## config.mk

```make
export PLATFORM = sky130hd
export DESIGN_NAME = dmem_arbiter
export DESIGN_NICKNAME = d
export VERILOG_FILES = /design/src/rtl/dmem_arb_pkg.sv /design/src/rtl/dmem_arbiter_rr_arb2.sv /design/src/rtl/dmem_arbiter.sv
export SDC_FILE = /design/constraint.sdc
export NUM_CORES = 1
export LEC_CHECK = 0
export ABC_AREA = 0
export CORE_ASPECT_RATIO = 1.2
export CORE_MARGIN = 2
export CORE_UTILIZATION = 41
export CTS_BUF_LIST = sky130_fd_sc_hd__clkbuf_16
export DETAILED_ROUTE_END_ITERATION = 12
export PLACE_DENSITY = 0.8
export SETUP_SLACK_MARGIN = 0.5
export SYNTH_ARGS = -nofsm -noshare
export SYNTH_HDL_FRONTEND = slang
export SYNTH_SLANG_ARGS = --single-unit
```

## constraint.sdc

```tcl
create_clock -name clk -period 4.1 [get_ports clk]
set_input_delay 0.41 -clock clk [delete_from_list [all_inputs] [get_ports clk]]
set_output_delay 0.41 -clock clk [all_outputs]
set_load 0.02 [all_outputs]
```

## src/rtl/dmem_arb_pkg.sv

```systemverilog
// Shared types and default widths for the data-memory arbiter.
package dmem_arb_pkg;

  localparam int unsigned DMEM_ADDR_W = 14;
  localparam int unsigned DMEM_DATA_W = 32;

  typedef enum logic [1:0] {
    IDLE   = 2'd0,
    ACCESS = 2'd1,
    ACK    = 2'd2
  } state_e;

endpackage

```

## src/rtl/dmem_arbiter_rr_arb2.sv

```systemverilog
// Two-way round-robin pick: a lone requester wins, a tie goes to the master not granted last.
module rr_arb2 (
  input  logic [1:0] req_i,
  input  logic       last_grant_i,
  output logic       grant_o,
  output logic       valid_o
);

  always_comb begin
    valid_o = |req_i;
    grant_o = 1'b0;
    case (req_i)
      2'b01:   grant_o = 1'b0;
      2'b10:   grant_o = 1'b1;
      2'b11:   grant_o = ~last_grant_i;
      default: grant_o = 1'b0;
    endcase
  end

endmodule

```

## src/rtl/dmem_arbiter.sv

```systemverilog
// Two-master (CPU/DMA) data-memory arbiter, IDLE -> ACCESS -> ACK per transaction.
// Optional misalignment trap: define DMEM_ARB_ALIGN_CHECK_EN.
module dmem_arbiter
  import dmem_arb_pkg::*;
#(
  parameter int unsigned ADDR_W = DMEM_ADDR_W,
  parameter int unsigned DATA_W = DMEM_DATA_W
) (
  input  logic              clk,
  input  logic              rst,
  input  logic              m0_req,
  input  logic              m0_we,
  input  logic [ADDR_W-1:0] m0_addr,
  input  logic [DATA_W-1:0] m0_wdata,
  output logic              m0_ack,
  output logic [DATA_W-1:0] m0_rdata,
  output logic              m0_err,
  input  logic              m1_req,
  input  logic              m1_we,
  input  logic [ADDR_W-1:0] m1_addr,
  input  logic [DATA_W-1:0] m1_wdata,
  output logic              m1_ack,
  output logic [DATA_W-1:0] m1_rdata,
  output logic              m1_err,
  output logic [ADDR_W-1:0] mem_addr,
  output logic [DATA_W-1:0] mem_wdata,
  output logic              mem_read,
  output logic              mem_write,
  input  logic [DATA_W-1:0] mem_rdata
);

  state_e            state_q;
  logic              last_grant_q;
  logic              sel_q;
  logic              we_q;
  logic [ADDR_W-1:0] mem_addr_q;
  logic [DATA_W-1:0] mem_wdata_q;
  logic              mem_read_q;
  logic              mem_write_q;
  logic              m0_ack_q, m1_ack_q;
  logic              m0_err_q, m1_err_q;
  logic [DATA_W-1:0] m0_rdata_q, m1_rdata_q;

  logic              grant_d;
  logic              valid_d;
  logic              we_d;
  logic [ADDR_W-1:0] addr_d;
  logic [DATA_W-1:0] wdata_d;
  logic              misaligned_d;

  rr_arb2 u_rr_arb2 (
    .req_i        ({m1_req, m0_req}),
    .last_grant_i (last_grant_q),
    .grant_o      (grant_d),
    .valid_o      (valid_d)
  );

  always_comb begin
    we_d    = grant_d ? m1_we    : m0_we;
    addr_d  = grant_d ? m1_addr  : m0_addr;
    wdata_d = grant_d ? m1_wdata : m0_wdata;
`ifdef DMEM_ARB_ALIGN_CHECK_EN
    misaligned_d = (addr_d[1:0] != 2'b00);
`else
    misaligned_d = 1'b0;
`endif
  end

  // Strobes are registered on entry to ACCESS so they are high exactly in ACCESS
  // and clear asynchronously with rst, cancelling an in-flight write.
  always_ff @(posedge clk or posedge rst) begin
    if (rst) begin
      state_q      <= IDLE;
      last_grant_q <= 1'b1;
      sel_q        <= 1'b0;
      we_q         <= 1'b0;
      mem_addr_q   <= '0;
      mem_wdata_q  <= '0;
      mem_read_q   <= 1'b0;
      mem_write_q  <= 1'b0;
      m0_ack_q     <= 1'b0;
      m1_ack_q     <= 1'b0;
      m0_err_q     <= 1'b0;
      m1_err_q     <= 1'b0;
      m0_rdata_q   <= '0;
      m1_rdata_q   <= '0;
    end else begin
      m0_ack_q    <= 1'b0;
      m1_ack_q    <= 1'b0;
      m0_err_q    <= 1'b0;
      m1_err_q    <= 1'b0;
      mem_read_q  <= 1'b0;
      mem_write_q <= 1'b0;
      case (state_q)
        IDLE: begin
          if (valid_d) begin
            sel_q        <= grant_d;
            last_grant_q <= grant_d;
            we_q         <= we_d;
            if (misaligned_d) begin
              state_q  <= ACK;
              m0_ack_q <= ~grant_d;
              m1_ack_q <= grant_d;
              m0_err_q <= ~grant_d;
              m1_err_q <= grant_d;
            end else begin
              state_q     <= ACCESS;
              mem_addr_q  <= addr_d;
              mem_wdata_q <= wdata_d;
              mem_read_q  <= ~we_d;
              mem_write_q <= we_d;
            end
          end
        end
        ACCESS: begin
          state_q  <= ACK;
          m0_ack_q <= ~sel_q;
          m1_ack_q <= sel_q;
          if (!we_q) begin
            if (sel_q) m1_rdata_q <= mem_rdata;
            else       m0_rdata_q <= mem_rdata;
          end
        end
        ACK:     state_q <= IDLE;
        default: state_q <= IDLE;
      endcase
    end
  end

  assign m0_ack    = m0_ack_q;
  assign m1_ack    = m1_ack_q;
  assign m0_err    = m0_err_q;
  assign m1_err    = m1_err_q;
  assign m0_rdata  = m0_rdata_q;
  assign m1_rdata  = m1_rdata_q;
  assign mem_addr  = mem_addr_q;
  assign mem_wdata = mem_wdata_q;
  assign mem_read  = mem_read_q;
  assign mem_write = mem_write_q;

endmodule
```

==> flow_summary.toml, run 1 <==
[timing]
hold_viol = 0
tns_ns = 0
setup_viol = 0
clock_skew_ns = 0.00672
tightest_slew_ns = 0.996
max_freq_mhz = 421
maxSlewHeadroom_pct = 33.6
period_share_pct = 57.9
maxSlewViolCount = 0
fin_crit_ns = 2.37
rsz0062_at_grt = "no"

[die]
coreArea_mm2 = 0.0126
rows = 45
io_pins = 246
initial_core_util_pct = 41.5
die_w_um = 107
die_y_um = 128
design.die.area_mm2 = 0.0136

[setup_path]
end_kind = "register"
critPathLaunchType = "register"
ff2ff_path_depth = 4
worstPathArrival_ns = 2.65
rr_startpoint = "last_grant_q"
startpoint = "last_grant_q"
worstSetupEndpoint = "mem_wdata[21]"
r2r_slack_ns = 1.73
crit_type = "reg2reg"
crit_fanout = 35
cp.required_ns = 4.38
r2r_end = "mem_wdata[21]"

[flow_run]
max-cap-violations = 0

[clocking]
clock_latency_ns = 0.39
numClockSinks = 119
numCtsBuffers = 17
cts_tree = "yes"
cts_max_path_buffers = 2
cts_root_buf = "clkbuf_16"
path_clk_slew_ns = 0.06
ctsHoldBuffers = 0
post_cts_resized = 0
h-tree-depth = 4
post_cts_buffers = 0

[power]
peakVddDrop_mv = 0.455
p_per_area_mw_per_mm2 = 824
design_power_total_mw = 6.92
leakagePower_nw = 3.63

[routing]
vias = 3543
wirelength_um = 12700
first_iter_violations = 72
vias_per_cell = 4.79
drt-pass1-iter-count = 4
wl_per_cell_um = 17.2
ant_nets = 0
route.detailed.drc = 0

[hold_path]
hp-class = "reg2reg"

[cells_and_area]
area_delta_synth_final_pct = 61.1
drive_above_1_share_pct = 33.2
final_core_util_pct = 66.9
nNetsFinal = 694
antenna_cells = 0

[yosys]
ys_top_cells_by_area = "dfrtp_1 57%, mux2_2 19%, mux2_4 17%"
yosysUniqueCellTypes = 19
synth_most_common_cell = "dfrtp_1"
synth_flop_cell = "dfrtp_1"
avgSynthCellArea_um2 = 16.7
synth.top_cell.area_share_pct = 56.6
yosysSeqAreaShare_pct = 57.1
async_flop_share_pct = 100
synthCells = 313
synth_top_area_cell = "dfrtp_1"
yosysWarnings = 0
synth_area_mm2 = 0.00522
ys_ff_latch = 119
synthTopCellsByCount = "118 x dfrtp_1, 90 x mux2_2, 58 x mux2_4"
synth_edf_count = 0

[grt]
antenna_found_initial = 0
track_usage_pct = 19.3
overflow = 0
grt_pass1_wl_um = 20100
first_global_vias = 3898
grt_max_degree = 70

[placed_design]
gp_congestion = 0.797
io_buffers = 243
dp_hpwl_um = 9380

[outcome]
status = "finished, final reports clean"
[worst max-delay path: stages (launching register included)]
cell and delay (ns):
dfstp_2 0.55, a21bo_2 0.80, buf_4 0.32, mux2_4 0.32, mux2_4 0.26
[where the power goes]
| group | switching, mW | internal [mW] |
|---|---|---|
| sequential | 0.335 | 1.78 |
| combinational | 1.46 | 1.86 |
| clock | 0.533 | 0.959 |
| total | 2.32 | 4.60 |
[final cells by class]
class	instances	area (um2)
clock inverter	14	175
multi-input combinational	173	2120
sequential	119	2980
timing repair buffer	250	2480
clock buffer	17	425
tap	164	205
fill	917	4160
inverter	3	13.8
[cell usage in the layout, fill, tap and decap left out, drive strengths merged]
| cell | instances |
|---|---|
| a21bo | 1 |
| mux2i | 2 |
| bufinv | 3 |
| nor3 | 2 |
| clkdlybuf4s50 | 243 |
| clkinv | 8 |
| mux2 | 158 |
| dfrtp | 118 |
| a21boi | 1 |
| clkbuf | 17 |
| dfstp | 1 |
| nor2b | 1 |
| buf | 7 |
| nand2b | 1 |
| inv | 6 |
| and2 | 2 |
| and3b | 1 |
| conb | 2 |
| nor2 | 2 |
[per-layer routing]
| metal | share of wire, % | up-vias | global-route usage, % |
|---|---|---|---|
| met1 | 39 | 1748 | 22.3 |
| met5 | 0 | - | 0 |
| met2 | 52 | 159 | 33.5 |
| met4 | 1.6 | 0 | 7.10 |
| met3 | 7.3 | 16 | 6.02 |
| li1 | - | 1620 | - |
[kinds of logic (layout without fill, tap and decap cells)]
| logic type | count (synthesis) | count (layout) | synth area share, % |
|---|---|---|---|
| buffers and inverters | 22 | 284 | 2.61 |
| AO/OA/AOI/OAI | 2 | 2 | 0.336 |
| other | 1 | 2 | 0.0719 |
| flip-flops | 119 | 119 | 57.1 |
| AND/OR/NAND/NOR | 9 | 9 | 1.18 |
| multiplexers | 160 | 160 | 38.7 |
[per-stage QoR]
stage	std cells	setup WS (ns)	hold WS (ns)	instance area [um2]
5_1_grt	740	1.61	0.513	8400
3_3_place_gp	709	1.38	0.467	7800
6_report	740	1.73	0.487	8400
2_1_floorplan	314	0.534	0.456	5220
3_5_place_dp	709	1.32	0.478	7800
4_1_cts	740	1.69	0.490	8400
[sequential cells by signal (all words and copies together), names as in the netlist]
register / count
m0_rdata: 32
we_q: 1
mem_wdata: 32
last_grant_q: 1
m1_ack: 1
m0_ack: 1
mem_write: 1
mem_read: 1
mem_addr: 14
sel_q: 1
state_q: 2
m1_rdata: 32
[worst min-delay path by stage]
stage,startpoint,endpoint,slack (ns),depth (start not counted)
finish,m1_rdata[25],m1_rdata[25],0.49,1
global route,m1_rdata[28],m1_rdata[28],0.51,1
detailed placement,m1_rdata[25],m1_rdata[25],0.48,1
floorplan,sel_q,m0_ack,0.46,1
global placement,m1_rdata[23],m1_rdata[23],0.47,1
CTS,m1_rdata[25],m1_rdata[25],0.49,1
(Power assumes the default switching activity.)
==> run 2, diff against run 1 <==
clock period = 2.3 ns   (was 4.1 ns; I/O delays follow)
==> flow_summary.toml, run 2 (same netlist as run 1, synthesis figures left out) <==
[outcome]
status = "finished, final reports clean"

[grt]
grt_pass1_wl_um = 20600
overflow = 0
met1_usage_pct = 21.9
grt_util_met2_pct = 35.3
grt_max_degree = 115
top_usage_layer = "met2"
track_usage_pct = 19.8
first_global_vias = 3946
antenna_found_initial = 0
gr-usage-met3_pct = 7.09

[setup_path]
crit_type = "reg2reg"
crit_fanout = 32
worstPathArrival_ns = 2.00
critPathLaunchType = "register"
path_cells = "nand2b_1 > nor3_4 > buf_4 > mux2_2"
critPathTopFamily = "buffers and inverters"
slowest_stage = "buf_4"
cp.required_ns = 2.59
end_kind = "register"
crit_buf_inv = 1
max_stage_delay_ns = 0.42

[timing]
max_freq_mhz = 583
hold_viol = 0
maxSlewHeadroom_pct = 60.0
period_share_pct = 74.5
maxSlewViolCount = 0
tightest_slew_ns = 0.600
fin_crit_ns = 1.71
tns_ns = 0
rsz0062_at_grt = "no"
hold_ws_ns = 0.0635
setup_viol = 0
clock_skew_ns = 0.0140

[die]
coreArea_mm2 = 0.0126
die_w_um = 107
design.die.area_mm2 = 0.0136
rows = 45
io_pins = 246
die_y_um = 128
initial_core_util_pct = 41.5

[power]
leakagePower_nw = 3.62
design_power_total_mw = 12.2
swShare_pct = 34.5
seqPwrFrac_pct = 30.8
p_switching_mw = 4.22
p_int_mw = 8.02
pwr-share-comb_pct = 48.7
p_per_area_mw_per_mm2 = 1460
peakVddDrop_mv = 0.687
clkPwrFrac_pct = 20.5

[placed_design]
dp_hpwl_um = 9340
gp_congestion = 0.716
dpl-instance-area_mm2 = 0.00784
io_buffers = 243

[cells_and_area]
final_common_cell = "clkdlybuf4s50_1"
drive_above_1_share_pct = 33.0
antenna_cells = 0
layout_common_cells = "243 x clkdlybuf4s50_1, 118 x dfrtp_1, 90 x mux2_2, 58 x mux2_4, 17 x clkbuf_16"
nNetsFinal = 693
area_delta_synth_final_pct = 61.3
fillers = 905
final_area_mm2 = 0.00841
final_core_util_pct = 67.0

[routing]
vias_per_cell = 4.83
wirelength_um = 13000
ant_nets = 0
route.detailed.drc = 0
first_iter_violations = 109
wl_per_cell_um = 17.6
vias = 3573
drt-pass1-iter-count = 4

[clocking]
path_clk_slew_ns = 0.07
clock_latency_ns = 0.41
post_cts_resized = 0
post_cts_buffers = 0
ctsHoldBuffers = 0
cts_max_path_buffers = 2
numCtsBuffers = 17
cts_root_buf = "clkbuf_16"
numClockSinks = 119
cts_tree = "yes"
h-tree-depth = 4

[flow_run]
max-cap-violations = 0

[hold_path]
hp-class = "in2async"
[run 2: layer usage]
| layer | vias up | wire length, um |
|---|---|---|
| met4 | 0 | 192 |
| met3 | 18 | 1060 |
| li1 | 1619 | - |
| met5 | - | 0 |
| met1 | 1771 | 4840 |
| met2 | 165 | 6950 |
[run 2: layout make-up]
class	instances	area, um2	area share [%]
clock buffer	17	425	5.06
clock inverter	15	144	1.71
inverter	3	15.0	0.178
multi-input combinational	173	2120	25.2
sequential	119	2980	35.4
tap	164	205	2.44
timing repair buffer	249	2530	30.0
[run 2: power by group through the flow]
stage / sequential [mW] / combinational (mW) / clock [mW]
floorplan: 4.97 / 2.03 / 0
global placement: 3.73 / 5.90 / 0
detailed placement: 3.79 / 6.01 / 0
CTS: 3.79 / 6.03 / 2.57
global route: 3.90 / 6.26 / 2.69
finish: 3.77 / 5.96 / 2.51
[run 2: worst reg2reg max path: stages, from the launching register on]
cell,delay [ns]
dfrtp_1,0.41
nand2b_1,0.23
nor3_4,0.13
buf_4,0.42
mux2_2,0.41
[run 2: through the flow]
step,std cells,worst slack [ns]
floorplan,314,0.615
global placement,708,0.387
detailed placement,708,0.336
CTS,740,0.568
global route,740,0.515
finish,740,0.586
[run 2: path summary, 6_finish.rpt]
kind	from	cells after the start	end	slack, ns
setup / recovery	state_q[1]	4	m0_rdata[13]	0.59
setup reg to reg	state_q[1]	4	m0_rdata[13]	0.59
hold reg to reg	m1_rdata[21]	1	m1_rdata[21]	0.49
min in group clk	mem_rdata[16]	2	m0_rdata[16]	0.46
hold / removal	rst	2	m0_rdata[1]	0.06
max in group asynchronous	rst	3	mem_addr[1]	1.41
==> run 3, diff against run 2 <==
clock period = 1.8 ns   (was 2.3 ns; I/O delays follow)
==> flow_summary.toml, run 3 (same netlist as run 1, synthesis figures left out) <==
[die]
coreArea_mm2 = 0.0126
rows = 45
design.die.area_mm2 = 0.0136
initial_core_util_pct = 41.5
io_pins = 246
die_y_um = 128
die_w_um = 107

[cells_and_area]
area_delta_synth_final_pct = 74.8
final_area_mm2 = 0.00912
final_common_cell = "mux2_4"
drive_above_1_share_pct = 49.2
nNetsFinal = 729
antenna_cells = 0
layout_common_cells = "158 x mux2_4, 129 x clkdlybuf4s50_1, 117 x dfrtp_1, 53 x clkbuf_2, 48 x clkdlybuf4s15_1"

[outcome]
status = "finished, final reports clean"

[routing]
vias = 3843
drt-pass1-iter-count = 4
vias_per_cell = 4.95
first_iter_violations = 112
wirelength_um = 15200
route.detailed.drc = 0
wl_per_cell_um = 19.6
ant_nets = 0

[setup_path]
worstPathArrival_ns = 1.94
critPathLaunchType = "register"
end_kind = "register"
crit_type = "reg2reg"
cp.required_ns = 2.08
crit_fanout = 9
ff2ff_path_depth = 5

[clocking]
cts_root_buf = "clkbuf_16"
ctsHoldBuffers = 0
clock_latency_ns = 0.40
cts_max_path_buffers = 2
cts_tree = "yes"
path_clk_slew_ns = 0.05
h-tree-depth = 4
numClockSinks = 119
numCtsBuffers = 17

[placed_design]
dpl-instance-area_mm2 = 0.00832
gp_congestion = 0.741
dp_hpwl_um = 9680
io_buffers = 243

[power]
leakagePower_nw = 4.32
peakVddDrop_mv = 0.852
p_per_area_mw_per_mm2 = 1830
design_power_total_mw = 16.6

[hold_path]
hp-class = "in2async"

[grt]
antenna_found_initial = 0
first_global_vias = 4209
grt_util_met2_pct = 40.7
gr-usage-met3_pct = 6.43
top_usage_layer = "met2"
overflow = 0
met1_usage_pct = 27.6
track_usage_pct = 23.2
grt_pass1_wl_um = 23700
grt_max_degree = 59

[flow_run]
max-cap-violations = 0

[timing]
period_share_pct = 92.3
hold_viol = 0
hold_ws_ns = 0.105
maxSlewViolCount = 0
rsz0062_at_grt = "yes"
clock_skew_ns = 0.00525
setup_viol = 0
fin_crit_ns = 1.66
max_freq_mhz = 602
[run 3: where the power goes]
part           internal, mW  switching, mW
Combinational          4.80           3.72
Sequential             4.07          0.920
Clock                  1.99           1.15
[run 3: cell type report]
type	count	area [um2]
clock inverters	15	121
inverters	3	15.0
repair buffers	285	2850
fillers	815	3440
multi-input cells	173	2520
flip-flops and latches	119	2980
clock buffers	17	425
well taps	164	205
[run 3: path summary, 6_finish.rpt]
check / slack, ns / end / from
setup reg to reg: 0.14 / mem_wdata[1] / last_grant_q
max in group asynchronous: 1.11 / m1_rdata[0] / rst
min in group clk: 0.43 / m0_rdata[18] / mem_rdata[18]
hold / removal: 0.10 / m0_rdata[27] / rst
setup / recovery: 0.14 / mem_wdata[1] / last_grant_q
hold reg to reg: 0.51 / mem_wdata[5] / mem_wdata[5]
[run 3: worst max-delay path, stage by stage (launching register included)]
cell,delay [ns]
dfstp_2,0.55
a21bo_4,0.17
buf_12,0.12
buf_12,0.14
mux2_4,0.31
mux2_4,0.26
[run 3: per-layer routing]
metal  part of all wire [%]  vias up
met5                      0        -
met4                    1.5        0
met3                    6.7       18
met2                     52      191
met1                     40     1947
li1                       -     1687
[run 3: repair_timing]
action                                  4_1_cts  5_1_grt
endpoints found under the setup margin      229      185
buffers inserted                             18        1
gates cloned                                 10        0
endpoints found under the hold margin         0        0
resized for setup                           247       76
pin swaps                                     2        2
[run 3: metrics by stage]
stage               setup slack (ns)  util, %  cells  setup TNS, ns
finish                         0.139     72.6    776              0
detailed placement           -0.0388     66.3    715         -0.530
floorplan                      0.165        -    314              0
CTS                            0.150     74.3    775              0
global placement             0.00416     66.3    715              0
global route                   0.109     72.6    776              0
